File: config.mk
export PLATFORM = sky130hd
export DESIGN_NAME = rca_pipe_addsub
export DESIGN_NICKNAME = d
export VERILOG_FILES = /design/src/rtl/rca_pkg.sv /design/src/rtl/rca_slice.sv /design/src/rtl/rca_pipe_addsub.sv
export SDC_FILE = /design/constraint.sdc
export NUM_CORES = 1
export LEC_CHECK = 0
export ABC_AREA = 1
export CORE_ASPECT_RATIO = 0.9
export CORE_UTILIZATION = 50
export DETAILED_ROUTE_END_ITERATION = 6
export PLACE_DENSITY = 0.82
export SYNTH_ARGS = -nofsm -noshare
export SYNTH_HDL_FRONTEND = slang
export SYNTH_SLANG_ARGS = --single-unit
File: constraint.sdc
create_clock -name clk -period 5.3 [get_ports clk]
set_input_delay 0.795 -clock clk [delete_from_list [all_inputs] [get_ports clk]]
set_output_delay 0.795 -clock clk [all_outputs]
set_load 0.03 [all_outputs]
File: src/rtl/rca_pkg.sv
// Shared types for the pipelined ripple-carry adder/subtractor.
package rca_pkg;

  // Operation selector carried with every operand beat.
  typedef enum logic {
    MODE_ADD = 1'b0,
    MODE_SUB = 1'b1
  } mode_e;

endpackage : rca_pkg

File: src/rtl/rca_slice.sv
// Combinational W-bit ripple-carry slice. Also exposes the carry into the
// slice's top bit so the last slice can form the signed overflow flag.
module rca_slice #(
  parameter int W = 4
) (
  input  logic [W-1:0] i_a,
  input  logic [W-1:0] i_b,
  input  logic         i_cin,
  output logic [W-1:0] o_sum,
  output logic         o_cout,
  output logic         o_c_msb
);

  logic [W:0] w_c;

  // Ripple the carry LSB to MSB, one full adder per bit.
  always_comb begin
    w_c    = '0;
    o_sum  = '0;
    w_c[0] = i_cin;
    for (int i = 0; i < W; i++) begin
      o_sum[i]  = i_a[i] ^ i_b[i] ^ w_c[i];
      w_c[i+1]  = (i_a[i] & i_b[i]) | (w_c[i] & (i_a[i] ^ i_b[i]));
    end
  end

  assign o_cout  = w_c[W];
  assign o_c_msb = w_c[W-1];

endmodule : rca_slice

File: src/rtl/rca_pipe_addsub.sv
// Pipelined ripple-carry adder/subtractor with a valid/ready stream interface.
// The N-bit word is processed W = N/STAGES bits per stage, LSB slice first;
// each stage registers its partial sum and the carry into the next slice.
// A single global advance signal stalls the whole pipeline on backpressure.
module rca_pipe_addsub #(
  parameter int N      = 8,
  parameter int STAGES = 2
) (
  input  logic         clk,
  input  logic         rst,
  input  logic         in_valid,
  output logic         in_ready,
  input  logic [N-1:0] in_a,
  input  logic [N-1:0] in_b,
  input  logic         in_cin,
  input  logic         in_mode,
  output logic         out_valid,
  input  logic         out_ready,
  output logic [N-1:0] out_sum,
  output logic         out_cout,
  output logic         out_ovf
);
  import rca_pkg::*;

  localparam int W = N / STAGES;

  if (STAGES < 1 || (N % STAGES) != 0) begin : g_bad_cfg
    $fatal(1, "rca_pipe_addsub: N must be a multiple of STAGES");
  end

  // One pipeline register: partial sum for finished slices, the still-pending
  // operand bits (b already inverted for subtract) and the carry into the next
  // slice. After the last slice, carry is the carry-out of the full word.
  typedef struct packed {
    logic         vld;
    logic [N-1:0] a;
    logic [N-1:0] b;
    logic [N-1:0] sum;
    logic         carry;
    logic         ovf;
  } stage_t;

  mode_e  w_mode;
  logic   w_adv;
  stage_t w_in;
  stage_t w_q [STAGES];

  assign w_mode = mode_e'(in_mode);

  // Subtract is a + ~b + 1; the incoming borrow flips the injected carry.
  always_comb begin
    w_in       = '0;
    w_in.vld   = in_valid;
    w_in.a     = in_a;
    w_in.b     = (w_mode == MODE_SUB) ? ~in_b : in_b;
    w_in.carry = in_cin ^ (w_mode == MODE_SUB);
  end

  // Whole pipe moves together whenever the output slot is free or being taken.
  assign w_adv    = out_ready | ~w_q[STAGES-1].vld;
  assign in_ready = w_adv;

  for (genvar k = 0; k < STAGES; k++) begin : g_stage
    stage_t         w_src;
    stage_t         w_d;
    stage_t         r_q;
    logic [W-1:0]   w_sum;
    logic           w_cout;
    logic           w_cmsb;

    if (k == 0) begin : g_first
      assign w_src = w_in;
    end else begin : g_next
      assign w_src = w_q[k-1];
    end

    rca_slice #(.W(W)) u_slice (
      .i_a     (w_src.a[k*W +: W]),
      .i_b     (w_src.b[k*W +: W]),
      .i_cin   (w_src.carry),
      .o_sum   (w_sum),
      .o_cout  (w_cout),
      .o_c_msb (w_cmsb)
    );

    // Merge this slice's sum bits and outgoing carry into the beat; the
    // overflow term is only meaningful once the MSB slice has run.
    always_comb begin
      w_d                 = w_src;
      w_d.sum[k*W +: W]   = w_sum;
      w_d.carry           = w_cout;
      w_d.ovf             = w_cmsb ^ w_cout;
    end

    // Stage k register: loads on advance, cleared on reset so no beat survives.
    always_ff @(posedge clk or posedge rst) begin
      if (rst) begin
        r_q <= '0;
      end else if (w_adv) begin
        r_q <= w_d;
      end
    end

    assign w_q[k] = r_q;
  end

  assign out_valid = w_q[STAGES-1].vld;
  assign out_sum   = w_q[STAGES-1].sum;
  assign out_cout  = w_q[STAGES-1].carry;
  assign out_ovf   = w_q[STAGES-1].ovf;

endmodule : rca_pipe_addsub

---- Word-level counts from Yosys, hierarchy flattened ----
Index checks and enable logic that the tools add are counted.
word-level totals
  word-level logic and storage cells ...... 55
  input bits .............................. 22
  register bits ........................... 33
operators by class
  multiplexer cells ....................... 1
  bitwise logic cells ..................... 45
operators with widths
  operator           count
  XOR 1 bit          18
  AND 1 bit          16
  OR 1 bit           9
  two-way mux 8 bit  1
  inverter 8 bit     1
  inverter 1 bit     1

---- Depth between registers and ports, before layout ----
  word-level depth ........................ 11
  depth in mapped cells ................... 11
  gate-level depth less buffers ........... 11

---- By module ----
From an unflattened synthesis, not the netlist that was laid out.
unflattened totals
  cell total of the unflattened synthesis .. 152
  area, all modules ....................... 1305.0 um2
modules (own cells, without submodules)
  module           cells an instance  instances  seq. area each (um2)  area each (um2)
  rca_pipe_addsub  128                1          625.6                 1084.8
  rca_slice        12                 2          0.0                   110.1

---- Worst setup path before layout ----
OpenSTA, ideal clock, no wires.
  kind .................................... input -> register
  start ................................... input in_mode
  end ..................................... register g_stage[0].r_q[5] (netlist bit)
  data arrival time ....................... 2665 ps
  path buffers ............................ 1
  cell stages on the path ................. 11
  path slack .............................. 2519 ps
  path through ............................ buf_2 xnor2_1 fa_1 inv_1 fa_1 inv_1 fa_1 inv_1 fa_1 nand2_1 nand2_1
between the ends
  longest elaborated chain between the ends .. 9
ends and longest elaborated chain
  element                          line                    RTL
  from (decl)                      rca_pipe_addsub.sv:16   input logic in_mode,
  two-way mux 8 bit                rca_pipe_addsub.sv:55   w_in.b = (w_mode == MODE_SUB) ? ~in_b : in_b;
  XOR 1 bit                        rca_slice.sv:23         w_c[i+1] = (i_a[i] & i_b[i]) | (w_c[i] & (i_a[i] ^ i_b[i]));
  AND 1 bit                        rca_slice.sv:23
  OR 1 bit                         rca_slice.sv:23
  AND 1 bit                        rca_slice.sv:23
  OR 1 bit                         rca_slice.sv:23
  AND 1 bit                        rca_slice.sv:23
  OR 1 bit                         rca_slice.sv:23
  XOR 1 bit *                      rca_slice.sv:22         o_sum[i] = i_a[i] ^ i_b[i] ^ w_c[i];
  via g_stage[0].u_slice.o_sum[3]  rca_slice.sv:9          output logic [W-1:0] o_sum,
  to (signal assigned)             rca_pipe_addsub.sv:100  r_q <= w_d;
  to (decl)                        rca_pipe_addsub.sv:66   stage_t r_q;
Mark *: on every way through the listed nets, which the timed path passes. The rest lies on a longest branch.
A chain may end at the register's enable or synchronous reset.

---- Worst setup path in the final report ----
  start ................................... input out_ready
  end ..................................... output in_ready
between the ends
  longest elaborated chain between the ends .. 1
ends and longest elaborated chain
  element      line                   RTL
  from (decl)  rca_pipe_addsub.sv:18  input logic out_ready,
  OR 1 bit     rca_pipe_addsub.sv:60  assign w_adv = out_ready | ~w_q[STAGES-1].vld;
  to (decl)    rca_pipe_addsub.sv:12  output logic in_ready,
No other way between the ends.

==> results.md <==
- CP Capture Type: primary output
- Switch Pwr: 0.000224 W
- Clock power frac: 13.9%
- Register area share after synthesis: 49.6%
- Setup TNS: 0 ns
- Post-synth EDFFs: 0
- Xor/xnor share of the synthesized area: 3.47%
- DIE WIDTH: 55.0 um
- Diode count: 0
- HP Start: g_stage[0].r_q[26]
- Largest family of logic cells by synthesized area: simple AND/OR/NAND/NOR gates
- Min cycle time layout: 3.27 ns
- Synthesized area: 1260 sq um
- # rows: 16
- Num CTS Buffers: 3
- Avg Inst Size Synth: 8.89 sq um
- Mean routed wirelength per cell: 11.0 um
- Slowest stage delay, CP: 0.76 ns
- Top cells by area, synth: dfrtp_1 50%, nand2_1 18%, fa_1 13%
- Final worst path period share: 61.7%
- Fillers: 192
- CP Data Required Time: 4.51 ns
- Clock root cell: clkbuf_4
- Beginning of the worst register-to-register path: g_stage[0].r_q[14]
- GRT overflow: 0
- DRT Wirelength: 2.22 mm
- Post-place setup slack: 1.84 ns
- Nets: 205
- Die area: 2730 sq um
- Vias in the first global route: 860
- Vias per cell: 4.70
- Hold Path End: out_valid
- Post-cts resize count: 0
- Cell Int Power: 0.000377 W
- Initial DRC Count: 16
- Synth unique cells: 13
- Antenna-violating nets left: 0
- Largest area contributor in the netlist: dfrtp_1
- Slew Viols, Final: 0
- Via count: 945
- Crit-path cells: clkdlybuf4s50_1, inv_1, nand2_2, clkdlybuf4s50_1
- Mux share of post-synthesis cell area: 0%
- Top post-synthesis cells by count: 62 x nand2_1, 25 x dfrtp_1, 21 x inv_1, 8 x fa_1, 8 x o21ai_0
- Initial antenna violation count: 0
- WS Path Type: in2out
- Synth Register Bits: 25
- Hold buffers post-CTS: 0
- Syn Inst Count: 142
- Adder-Cell Fraction of Synth Area: 12.7%
- H-tree depth: 1
- Register-to-register setup slack: 3.11 ns
- Post-DP HPWL: 1.71 mm
- Syn. warnings: 0
- Crit-path most repeated cell: clkdlybuf4s50_1
- Simple-Gate Fraction of Synth Area: 21.8%
- Worst-Skew Late Latency: 0.31 ns
- Most frequent cell after synthesis: nand2_1
- Part of the power in registers: 44.6%
- Final number of hold-violating endpoints: 0
- Setup Skew: 0.00950 ns
- First-pass GRT wire length: 3.47 mm
- Async SR Flop Fraction: 100%
- TritonCTS clock tree: done
- P_leak: 0.824 nW
- Area grow syn2layout: 28.1%
- Boundary Pins: 34
- CP arrival: 2.48 ns
- Final weighted congestion in routability-driven placement: 0.736
- Sink Count: 25
- Max stage delay cell, worst path: clkdlybuf4s50_1
- Setup-failing EPs final: 0
- Top_reg_cell synth: dfrtp_1
- Syn Nets: 172
- Cell count of the worst reg-to-reg path: 8
- Startpoint types: input pin
- Compound-Gate Fraction of Synth Area: 3.17%
- RR Endpoint: out_sum[7]
- Layout cell share with drive strength beyond 1: 3.45%
- Hold Path Stages: 2
- Max-cap violation count: 0
- Final worst-path setup slack: 2.03 ns
- Hold Path Class: reg2reg
- FMAX: 306 MHz
- Switching Fraction: 37.3%
- Core area: 2280 sq um
- Initial Utilization: 55.3%
- Comb pwr share: 41.5%
- DRC Markers: 0
- RSZ-0062 raised after global routing: false
- Least-Margin Pin Slew: 0.924 ns
- Worst-path fanout max: 24
- Die Ht: 49.7 um
- Worst-path clk slew: 0.13 ns
- Worst vdd rail ir drop: 0.237 mV
- Power per cell area: 371 nW/um^2
- Status: finished clean
- Setup repair bufs after CTS: 0
- Pin count of the biggest net entering global routing: 27
- Total track usage: 17.8%
- Slew Limit Headroom: 38.3%
- Post-synth top area share: 49.6%
- Clk buf depth: 2
- I/O Buffers: 33
- Drt first pass iters: 4
power by group through the flow:
stage          sequential (W)  clock [W]  combinational [W]
6_report             0.000268  0.0000835           0.000249
5_1_grt              0.000275  0.0000950           0.000279
4_1_cts              0.000269  0.0000864           0.000252
3_5_place_dp         0.000272          0           0.000252
3_3_place_gp         0.000270          0           0.000245
2_1_floorplan        0.000332          0          0.0000924
cell families after synthesis:
logic type,count (synthesis)
AO/OA/AOI/OAI,8
XOR/XNOR,5
adder cells (fa/ha/maj),8
buffers and inverters,27
flip-flops,25
AND/OR/NAND/NOR,69
worst max-delay path: cells and delay by family:
| kind | cells | cell delay (ns) |
|---|---|---|
| and+or+nand+nor | 1 | 0.32 |
| buffers and inverters | 3 | 1.36 |
layer usage:
layer,up-vias,wire (um),track usage (%)
met1,434,1030,22.7
met2,31,1080,29.9
met3,2,90,1.85
met5,-,0,0
met4,0,20,7.50
li1,478,-,-
worst max path at each step:
stage,start,end,slack (ns),cells past startpoint
global placement,in_mode,g_stage[0].r_q[5],1.95,11
global route,out_ready,in_ready,1.91,4
finish,out_ready,in_ready,2.03,4
detailed placement,in_mode,g_stage[0].r_q[5],1.84,11
floorplan,in_mode,g_stage[0].r_q[5],2.52,11
CTS,out_ready,in_ready,2.03,4
registers in the layout, indices dropped and copies added, names as in the netlist:
| register | flops |
|---|---|
| g_stage.r_q | 14 |
| out_sum | 8 |
| out_ovf | 1 |
| out_cout | 1 |
| out_valid | 1 |
placed cells by master, fill, tap and decap left out, drive strengths merged:
cell type,count
nand2,63
dfrtp,25
fa,8
xor2,2
nor2,1
xnor2,3
inv,22
nand3,5
o21ai,8
clkbuf,4
clkdlybuf4s50,33
area by class of cell:
cell class	count	area [sq um]	share of cell area (%)
Clock buffer	4	26.3	1.62
Inverter	22	82.6	5.10
Multi-Input combinational cell	90	519	32.1
Sequential cell	25	626	38.7
Tap cell	27	33.8	2.09
Timing Repair Buffer	33	330	20.4
per-stage QoR:
stage	area (sq um)	util, %	std cells	total power (W)	hold slack (ns)
floorplan	1260	-	142	0.000425	0.420
global placement	1590	69.7	197	0.000515	0.436
detailed placement	1590	69.7	197	0.000524	0.446
CTS	1620	70.9	201	0.000607	0.479
global route	1620	70.9	201	0.000648	0.507
finish	1620	70.9	201	0.000601	0.468
(Power assumes the default switching activity.)
